===== src/rtl/ps2_frame_receiver_pkg.sv =====
// Shared definitions for the PS/2 receive path: frame geometry, FSM state
// encoding, default timeout and the parity helper used at the stop bit.
package ps2_frame_receiver_pkg;

  // Start + 8 data + parity + stop.
  localparam int PS2_FRAME_BITS = 11;
  localparam int DATA_BITS      = PS2_FRAME_BITS - 3;

  // 2 ms at 50 MHz: a stalled frame is abandoned after this many idle cycles.
  localparam int DEFAULT_TIMEOUT_CYCLES = 100000;

  typedef enum logic [1:0] {
    ST_IDLE   = 2'd0,
    ST_DATA   = 2'd1,
    ST_PARITY = 2'd2,
    ST_STOP   = 2'd3
  } ps2_state_t;

  // PS/2 uses odd parity over the eight data bits plus the parity bit.
  function automatic logic odd_parity_ok(input logic [DATA_BITS-1:0] data,
                                         input logic                 parity);
    return ^{data, parity};
  endfunction

endpackage


===== src/rtl/ps2_frame_receiver_clk_filter.sv =====
// Input conditioning for the PS/2 pins: both pins are synchronised, the clock
// is additionally de-glitched, and a one-cycle strobe marks each filtered
// clock falling edge. The data pin is only synchronised so that it lines up
// with the clock path's synchroniser depth. SYNC_STAGES must be at least 2.
module ps2_frame_receiver_clk_filter #(
  parameter int SYNC_STAGES = 2,
  parameter int FILTER_LEN  = 8
) (
  input  logic clock,
  input  logic reset,
  input  logic clk_raw,
  input  logic dat_raw,
  output logic dat_sync,
  output logic sample
);

  localparam int CNT_W = (FILTER_LEN > 1) ? $clog2(FILTER_LEN) : 1;
  localparam logic [CNT_W-1:0] CNT_LAST = CNT_W'(FILTER_LEN - 1);

  logic [SYNC_STAGES-1:0] clk_sync_p0;
  logic [SYNC_STAGES-1:0] dat_sync_p0;
  logic                   clk_synced;
  logic                   clk_filt;
  logic                   clk_filt_q;
  logic [CNT_W-1:0]       stable_cnt;

  // Synchroniser chains; idle-high pins so reset loads ones.
  always_ff @(posedge clock or posedge reset) begin
    if (reset) begin
      clk_sync_p0 <= '1;
      dat_sync_p0 <= '1;
    end else begin
      clk_sync_p0 <= {clk_sync_p0[SYNC_STAGES-2:0], clk_raw};
      dat_sync_p0 <= {dat_sync_p0[SYNC_STAGES-2:0], dat_raw};
    end
  end

  assign clk_synced = clk_sync_p0[SYNC_STAGES-1];
  assign dat_sync   = dat_sync_p0[SYNC_STAGES-1];

  // Glitch filter: the filtered clock follows the synced clock only after
  // FILTER_LEN consecutive cycles of disagreement; any agreement restarts it.
  always_ff @(posedge clock or posedge reset) begin
    if (reset) begin
      clk_filt   <= 1'b1;
      clk_filt_q <= 1'b1;
      stable_cnt <= '0;
    end else begin
      clk_filt_q <= clk_filt;
      if (clk_synced != clk_filt) begin
        if (stable_cnt == CNT_LAST) begin
          clk_filt   <= clk_synced;
          stable_cnt <= '0;
        end else begin
          stable_cnt <= stable_cnt + CNT_W'(1);
        end
      end else begin
        stable_cnt <= '0;
      end
    end
  end

  // High for exactly the one cycle after the filtered clock drops.
  assign sample = clk_filt_q & ~clk_filt;

endmodule


===== src/rtl/ps2_frame_receiver.sv =====
// PS/2 device-to-host frame receiver. Turns the raw PS2_CLK/PS2_DAT pins into
// validated scan-code bytes with a one-cycle rx_valid strobe, and flags
// discarded frames (bad parity, bad stop bit, stalled frame) with rx_error.
// The pins are only ever read; there is no host-to-device path.
module ps2_frame_receiver
  import ps2_frame_receiver_pkg::*;
#(
  parameter int SYNC_STAGES    = 2,
  parameter int FILTER_LEN     = 8,
  parameter int TIMEOUT_CYCLES = DEFAULT_TIMEOUT_CYCLES
) (
  input  logic                 clock,
  input  logic                 reset,
  input  logic                 PS2_CLK,
  input  logic                 PS2_DAT,
  output logic [DATA_BITS-1:0] rx_data,
  output logic                 rx_valid,
  output logic                 rx_error,
  output logic                 busy
);

  localparam int TO_W = $clog2(TIMEOUT_CYCLES);
  localparam logic [TO_W-1:0] TO_LAST  = TO_W'(TIMEOUT_CYCLES - 1);
  localparam logic [2:0]      LAST_BIT = 3'(DATA_BITS - 1);

  ps2_state_t           state;
  logic [2:0]           bit_cnt;
  logic [TO_W-1:0]      to_cnt;
  logic [DATA_BITS-1:0] shift_p1;
  logic                 parity_p1;
  logic                 dat;
  logic                 sample;

  ps2_frame_receiver_clk_filter #(
    .SYNC_STAGES (SYNC_STAGES),
    .FILTER_LEN  (FILTER_LEN)
  ) u_clk_filter (
    .clock    (clock),
    .reset    (reset),
    .clk_raw  (PS2_CLK),
    .dat_raw  (PS2_DAT),
    .dat_sync (dat),
    .sample   (sample)
  );

  // Payload capture: data bits shift in LSB-first, parity latched separately.
  // Only meaningful once the FSM reaches STOP, so it needs no reset.
  always_ff @(posedge clock) begin
    if (sample && state == ST_DATA) begin
      shift_p1 <= {dat, shift_p1[DATA_BITS-1:1]};
    end
    if (sample && state == ST_PARITY) begin
      parity_p1 <= dat;
    end
  end

  // Frame FSM with timeout; a sample event takes priority over timeout expiry.
  always_ff @(posedge clock or posedge reset) begin
    if (reset) begin
      state    <= ST_IDLE;
      bit_cnt  <= '0;
      to_cnt   <= '0;
      rx_data  <= '0;
      rx_valid <= 1'b0;
      rx_error <= 1'b0;
    end else begin
      rx_valid <= 1'b0;
      rx_error <= 1'b0;
      if (sample) begin
        to_cnt <= '0;
        case (state)
          ST_IDLE: begin
            if (!dat) begin
              state   <= ST_DATA;
              bit_cnt <= '0;
            end
          end
          ST_DATA: begin
            if (bit_cnt == LAST_BIT) begin
              state <= ST_PARITY;
            end else begin
              bit_cnt <= bit_cnt + 3'd1;
            end
          end
          ST_PARITY: begin
            state <= ST_STOP;
          end
          ST_STOP: begin
            if (dat && odd_parity_ok(shift_p1, parity_p1)) begin
              rx_data  <= shift_p1;
              rx_valid <= 1'b1;
            end else begin
              rx_error <= 1'b1;
            end
            state <= ST_IDLE;
          end
          default: begin
            state <= ST_IDLE;
          end
        endcase
      end else if (state != ST_IDLE) begin
        if (to_cnt == TO_LAST) begin
          rx_error <= 1'b1;
          state    <= ST_IDLE;
          to_cnt   <= '0;
        end else begin
          to_cnt <= to_cnt + TO_W'(1);
        end
      end else begin
        to_cnt <= '0;
      end
    end
  end

  assign busy = (state != ST_IDLE);

endmodule


===== config.mk =====
export PLATFORM = sky130hd
export DESIGN_NAME = ps2_frame_receiver
export DESIGN_NICKNAME = d
export VERILOG_FILES = /design/src/rtl/ps2_frame_receiver_pkg.sv /design/src/rtl/ps2_frame_receiver_clk_filter.sv /design/src/rtl/ps2_frame_receiver.sv
export SDC_FILE = /design/constraint.sdc
export NUM_CORES = 1
export LEC_CHECK = 0
export CAP_MARGIN = 20
export CORE_MARGIN = 2
export CORE_UTILIZATION = 30
export DETAILED_ROUTE_END_ITERATION = 7
export PLACE_DENSITY_LB_ADDON = 0.2
export SYNTH_ARGS = -nofsm -noshare
export SYNTH_HDL_FRONTEND = slang
export SYNTH_HIERARCHICAL = 1
export SYNTH_SLANG_ARGS = --single-unit

===== constraint.sdc =====
create_clock -name clock -period 2.73 [get_ports clock]
set_input_delay 0.819 -clock clock [delete_from_list [all_inputs] [get_ports clock]]
set_output_delay 0.819 -clock clock [all_outputs]
set_load 0.05 [all_outputs]

Word level (Yosys, flattened, before mapping)
Index checks and enable logic that the tools add are counted.
- flip-flop bits (word level): 50
- input port bits: 4
- output and inout port bits: 11
- add/subtract/negate cells: 3
- equality and inequality tests: 11
- multiplexer cells: 22
- bitwise operators: 2
- reduce and logical (&&, ||, !) cells: 13
- operators with widths (kind ; number):
    two-way mux 17 bit ; 3
    adder 17 x 1 -> 17 bit (second input constant) ; 1
    equality test 17 bit (second input constant) ; 1
    two-way mux 3 bit ; 4
    two-way mux 2 bit ; 5
    parity 9 bit ; 1
    two-way mux 1 bit ; 8
    one-hot mux 2 bit (4 select lines) ; 1
    AND reduction 4 bit ; 2
    nonzero test 2 bit ; 4
    adder 3 x 1 -> 3 bit (second input constant) ; 2
    equality test 3 bit (second input constant) ; 2
    one-hot mux 3 bit (2 select lines) ; 1
    equality test 2 bit (second input constant) ; 2
    != test 2 bit (second input constant) ; 2
    logical AND 1 bit ; 3
    != test 3 x 2 -> 1 bit (second input constant) ; 1
    != test 3 bit (second input constant) ; 1
    AND reduction 3 bit ; 1
    equality test 2 x 1 -> 1 bit (second input constant) ; 1
    logical NOT 2 bit ; 1
    AND reduction 2 bit ; 1
    AND 1 bit ; 1
    != test 1 bit ; 1
    inverter 1 bit ; 1

Depth between registers and ports, before layout
- depth in word-level cells: 5
- mapped depth: 7
- gate-level depth less buffers: 6

Hierarchy
The synthesis kept the hierarchy.
- modules (own cells, without submodules) (module ; instances ; cells an instance ; area an instance (um^2) ; seq. area each (um^2)):
    ps2_frame_receiver ; 1 ; 172 ; 1975.6 ; 1071.0
    ps2_frame_receiver_clk_filter ; 1 ; 18 ; 315.3 ; 232.7

Worst setup path before layout
OpenSTA, ideal clock, no wires.
- path kind: reg2reg
- start point: reg u_clk_filter.clk_filt
- end point: reg rx_data[0]
- setup time: 0.125 ns
- data arrival time: 1.792 ns
- required time: 2.605 ns
- setup slack: 0.814 ns
- stages on the path, launching flop included: 7
- path buffers: 1
- clock period less this slack: 1.916 ns
- path through: dfstp_2 > and2b_2 > clkbuf_1 > nand3_1 > and2b_1 > mux2i_4 > mux2_2
- word-level cells in the longest chain between the ends: 3
- ends and longest elaborated chain (item ; RTL line ; text):
    start, declared ; ps2_frame_receiver_clk_filter.sv:23 ; logic clk_filt;
    start signal, assigned ; ps2_frame_receiver_clk_filter.sv:52 ; clk_filt <= clk_synced;
    inverter 1 bit ; ps2_frame_receiver_clk_filter.sv:64 ; assign sample = clk_filt_q & ~clk_filt;
    AND 1 bit ; ps2_frame_receiver_clk_filter.sv:64 ;
    named net sample ; ps2_frame_receiver.sv:32 ; logic sample;
    AND reduction 3 bit (no line) ; - ;
    end signal, assigned ; ps2_frame_receiver.sv:90 ; rx_data <= shift_p1;
    end, declared ; ps2_frame_receiver.sv:16 ; output logic [DATA_BITS-1:0] rx_data,
The timed path passes the listed nets, and every way through them passes these cells.
A chain may end at the register's enable or synchronous reset.

Worst setup path in the final report
- start point: reg rx_data[2]
- end point: out rx_data[2]
No word-level cell between the ends.

==> results.ini <==
[run_status]
status = finished, final reports clean

[cts]
clockRootBuffer = clkbuf_8
post_cts_buffers = 0
tritoncts = yes
cts_hold_buf = 0
cts_sinks = 50
clk_latency_ns = 0.31
htree_levels = 2
clock_path_buffers = 2
clkTransAtPathRegs_ns = 0.09
cts_buffers = 5
cts-resized-gates = 0

[synth]
muxShareOfSynthArea_pct = 5.41
ys_types = 39
ys_warn_count = 6
synth-compound-area-share_pct = 5.73
syn-num-nets = 203
yosysSeqAreaShare_pct = 56.9
syn_area_sq_um = 2290
synth_simple_gate_area_share_pct = 16.7
syn_inst = 190
syn_area_per_cell_sq_um = 12.1
synthAdderAreaFrac_pct = 4.92
synth-seq-cells = 50
synth_top_family_by_area = simple AND/OR/NAND/NOR gates
yosys.area_share.xor_xnor_pct = 8.25

[placed_design]
place.gp.congestion = 0.672
pre_cts_ws_ns = 0.769
dpl.hpwl_mm = 2.59
dp.cells = 300
io_buffers = 14
placed_area_sq_um = 2540

[power]
totalPowerFinal_mw = 1.47
irDropWorstVdd_uv = 266
p_per_area_nw_per_um2 = 560
cellLeakagePower_nw = 1.10

[setup_path]
crit_family = buffers and inverters
end_kind = output port
cp_data_arrival_time_ns = 1.47
start_kind = flip-flop
crit_path_top_delay_cell = clkdlybuf4s50_1
critPathRequiredTime_ns = 1.91
crit_buf_inv = 1
worst-path-max-fanout = 2
critPathKind = flip-flop to output port
slowest_delay_ns = 0.80
crit_chain = clkdlybuf4s50_1

[die]
num_io_pins = 15
dieWidth_um = 91.4
core_area_sq_um = 7330
core.rowCount = 31
die_h_um = 91.4
die-area_sq_um = 8350
initial_core_util_pct = 31.3

[timing]
drv_slew = 0
setup_tns_ns = 0
maxSlewHeadroom_pct = 65.2
finalCriticalPeriod_ns = 2.28
rsz0062_at_grt = no
setup_ws_ns = 0.446
timing.fmax_mhz = 438
fin_crit_sh_pct = 83.7
worst_slew_pin_slew_ns = 0.521
finalSetupViolations = 0
clock_skew_ns = 0.0130
whs_ns = 0.361
hold_viol_final = 0

[global_route]
antenna_found_initial = 0
overflow = 0
grt_max_degree = 33
grt_usage_pct = 9.66
grt_pass1_wl_mm = 6.48
grt_pass1_vias = 1365

[finish]
layout_common_cells = dfrtp_1, nand2_1, nor2_1, clkdlybuf4s50_1, o21ai_0
layout_commonest_cell = dfrtp_1
fillers = 717
area_growth_pct = 14.8
drive_gt1_share_pct = 13.9
nNetsFinal = 221
layoutNonFillerInstCount = 308
diodes = 0
final_core_util_pct = 35.9
post-route-cell-area_sq_um = 2630

[route]
first_pass_iters = 4
vias = 1393
routed_wl_mm = 3.73
wl_per_cell_um = 12.1
drc = 0
ant_nets = 0
viasPerCell = 4.52
drtIter0Drc = 52

[min_path]
min_path_type = flip-flop to flip-flop

[job]
maxCapViolCount = 0

## final timing paths
kind | start | endpoint | slack [ns] | cells after the start
max | rx_data[2]$_DFFE_PP0P_ | rx_data[2] | 0.45 | 1
min | u_clk_filter/clk_sync_p0[0]$_DFF_PP1_ | u_clk_filter/clk_sync_p0[1]$_DFF_PP1_ | 0.36 | 0
max reg2reg | u_clk_filter/clk_filt$_DFFE_PP1P_ | rx_data[5]$_DFFE_PP0P_ | 0.79 | 5
min reg2reg | u_clk_filter/clk_sync_p0[0]$_DFF_PP1_ | u_clk_filter/clk_sync_p0[1]$_DFF_PP1_ | 0.36 | 0
max in group asynchronous | reset | state[0]$_DFFE_PP0P_ | 1.50 | 3
min in group asynchronous | reset | u_clk_filter/stable_cnt[1]$_DFF_PP0_ | 0.79 | 2
## power breakdown
group          internal (mW)  switching [mW]
Clock                  0.176           0.246
Combinational         0.0725           0.131
Sequential             0.815          0.0324
## cells by family after synthesis
| logic type | after synthesis |
|---|---|
| compound gates | 22 |
| xor+xnor | 18 |
| fa+ha+maj | 9 |
| buf+inv | 13 |
| flops | 50 |
| mux | 10 |
| simple gates | 68 |
## registers in the layout, summed over array words and instances (netlist names)
name                      flops
u_clk_filter/clk_filt_q       1
u_clk_filter/dat_sync_p0      2
u_clk_filter/clk_sync_p0      2
rx_valid                      1
shift_p1                      8
bit_cnt                       3
u_clk_filter/stable_cnt       3
rx_data                       8
parity_p1                     1
u_clk_filter/clk_filt         1
rx_error                      1
state                         2
to_cnt                       17
## final cells by class
type | instances | area, sq um | area share, %
Clock inverter | 3 | 16.3 | 0.618
Tap cell | 99 | 124 | 4.71
Clock buffer | 5 | 68.8 | 2.62
Multi-Input combinational cell | 127 | 938 | 35.7
Timing Repair Buffer | 15 | 145 | 5.52
Sequential cell | 50 | 1300 | 49.6
Inverter | 9 | 33.8 | 1.28
## per-layer routing
metal	wire length, um	part of all wire (%)	global-route usage [%]
met2	1600	43	13.9
met5	0	0	0
met1	1950	52	13.8
met4	66	1.8	3.41
met3	120	3.2	2.74
## cell usage after synthesis (all sizes together)
cell     n  area share [%]
nand3    7             1.7
a31oi    1            0.27
nor3b    1            0.55
nand2b   1            0.27
nor2    13             2.1
dfrtp   35              38
a21boi   1            0.33
o21ai   10             2.2
and4     2            0.76
or4      1            0.49
mux2i    1            0.98
xor2     8             3.1
nor4b    2            0.76
nand4    6             1.6
clkbuf   4            0.66
ha       9             4.9
a32oi    1            0.38
edfxtp   9              12
a22o     3             1.1
nor2b    1            0.27
xnor3    1             1.0
dfstp    6             6.9
and4b    1            0.44
and3     5             1.4
nor3     3            0.66
xor3     1             1.1
a21oi    4            0.87
xnor2    8             3.1
nor4     1            0.27
or3      4             1.1
inv      9             1.5
mux2     9             4.4
and2b    2            0.71
nand2   13             2.1
and2     5             1.4
o22ai    2            0.55
No activity file was read; power rests on OpenSTA's default activity.
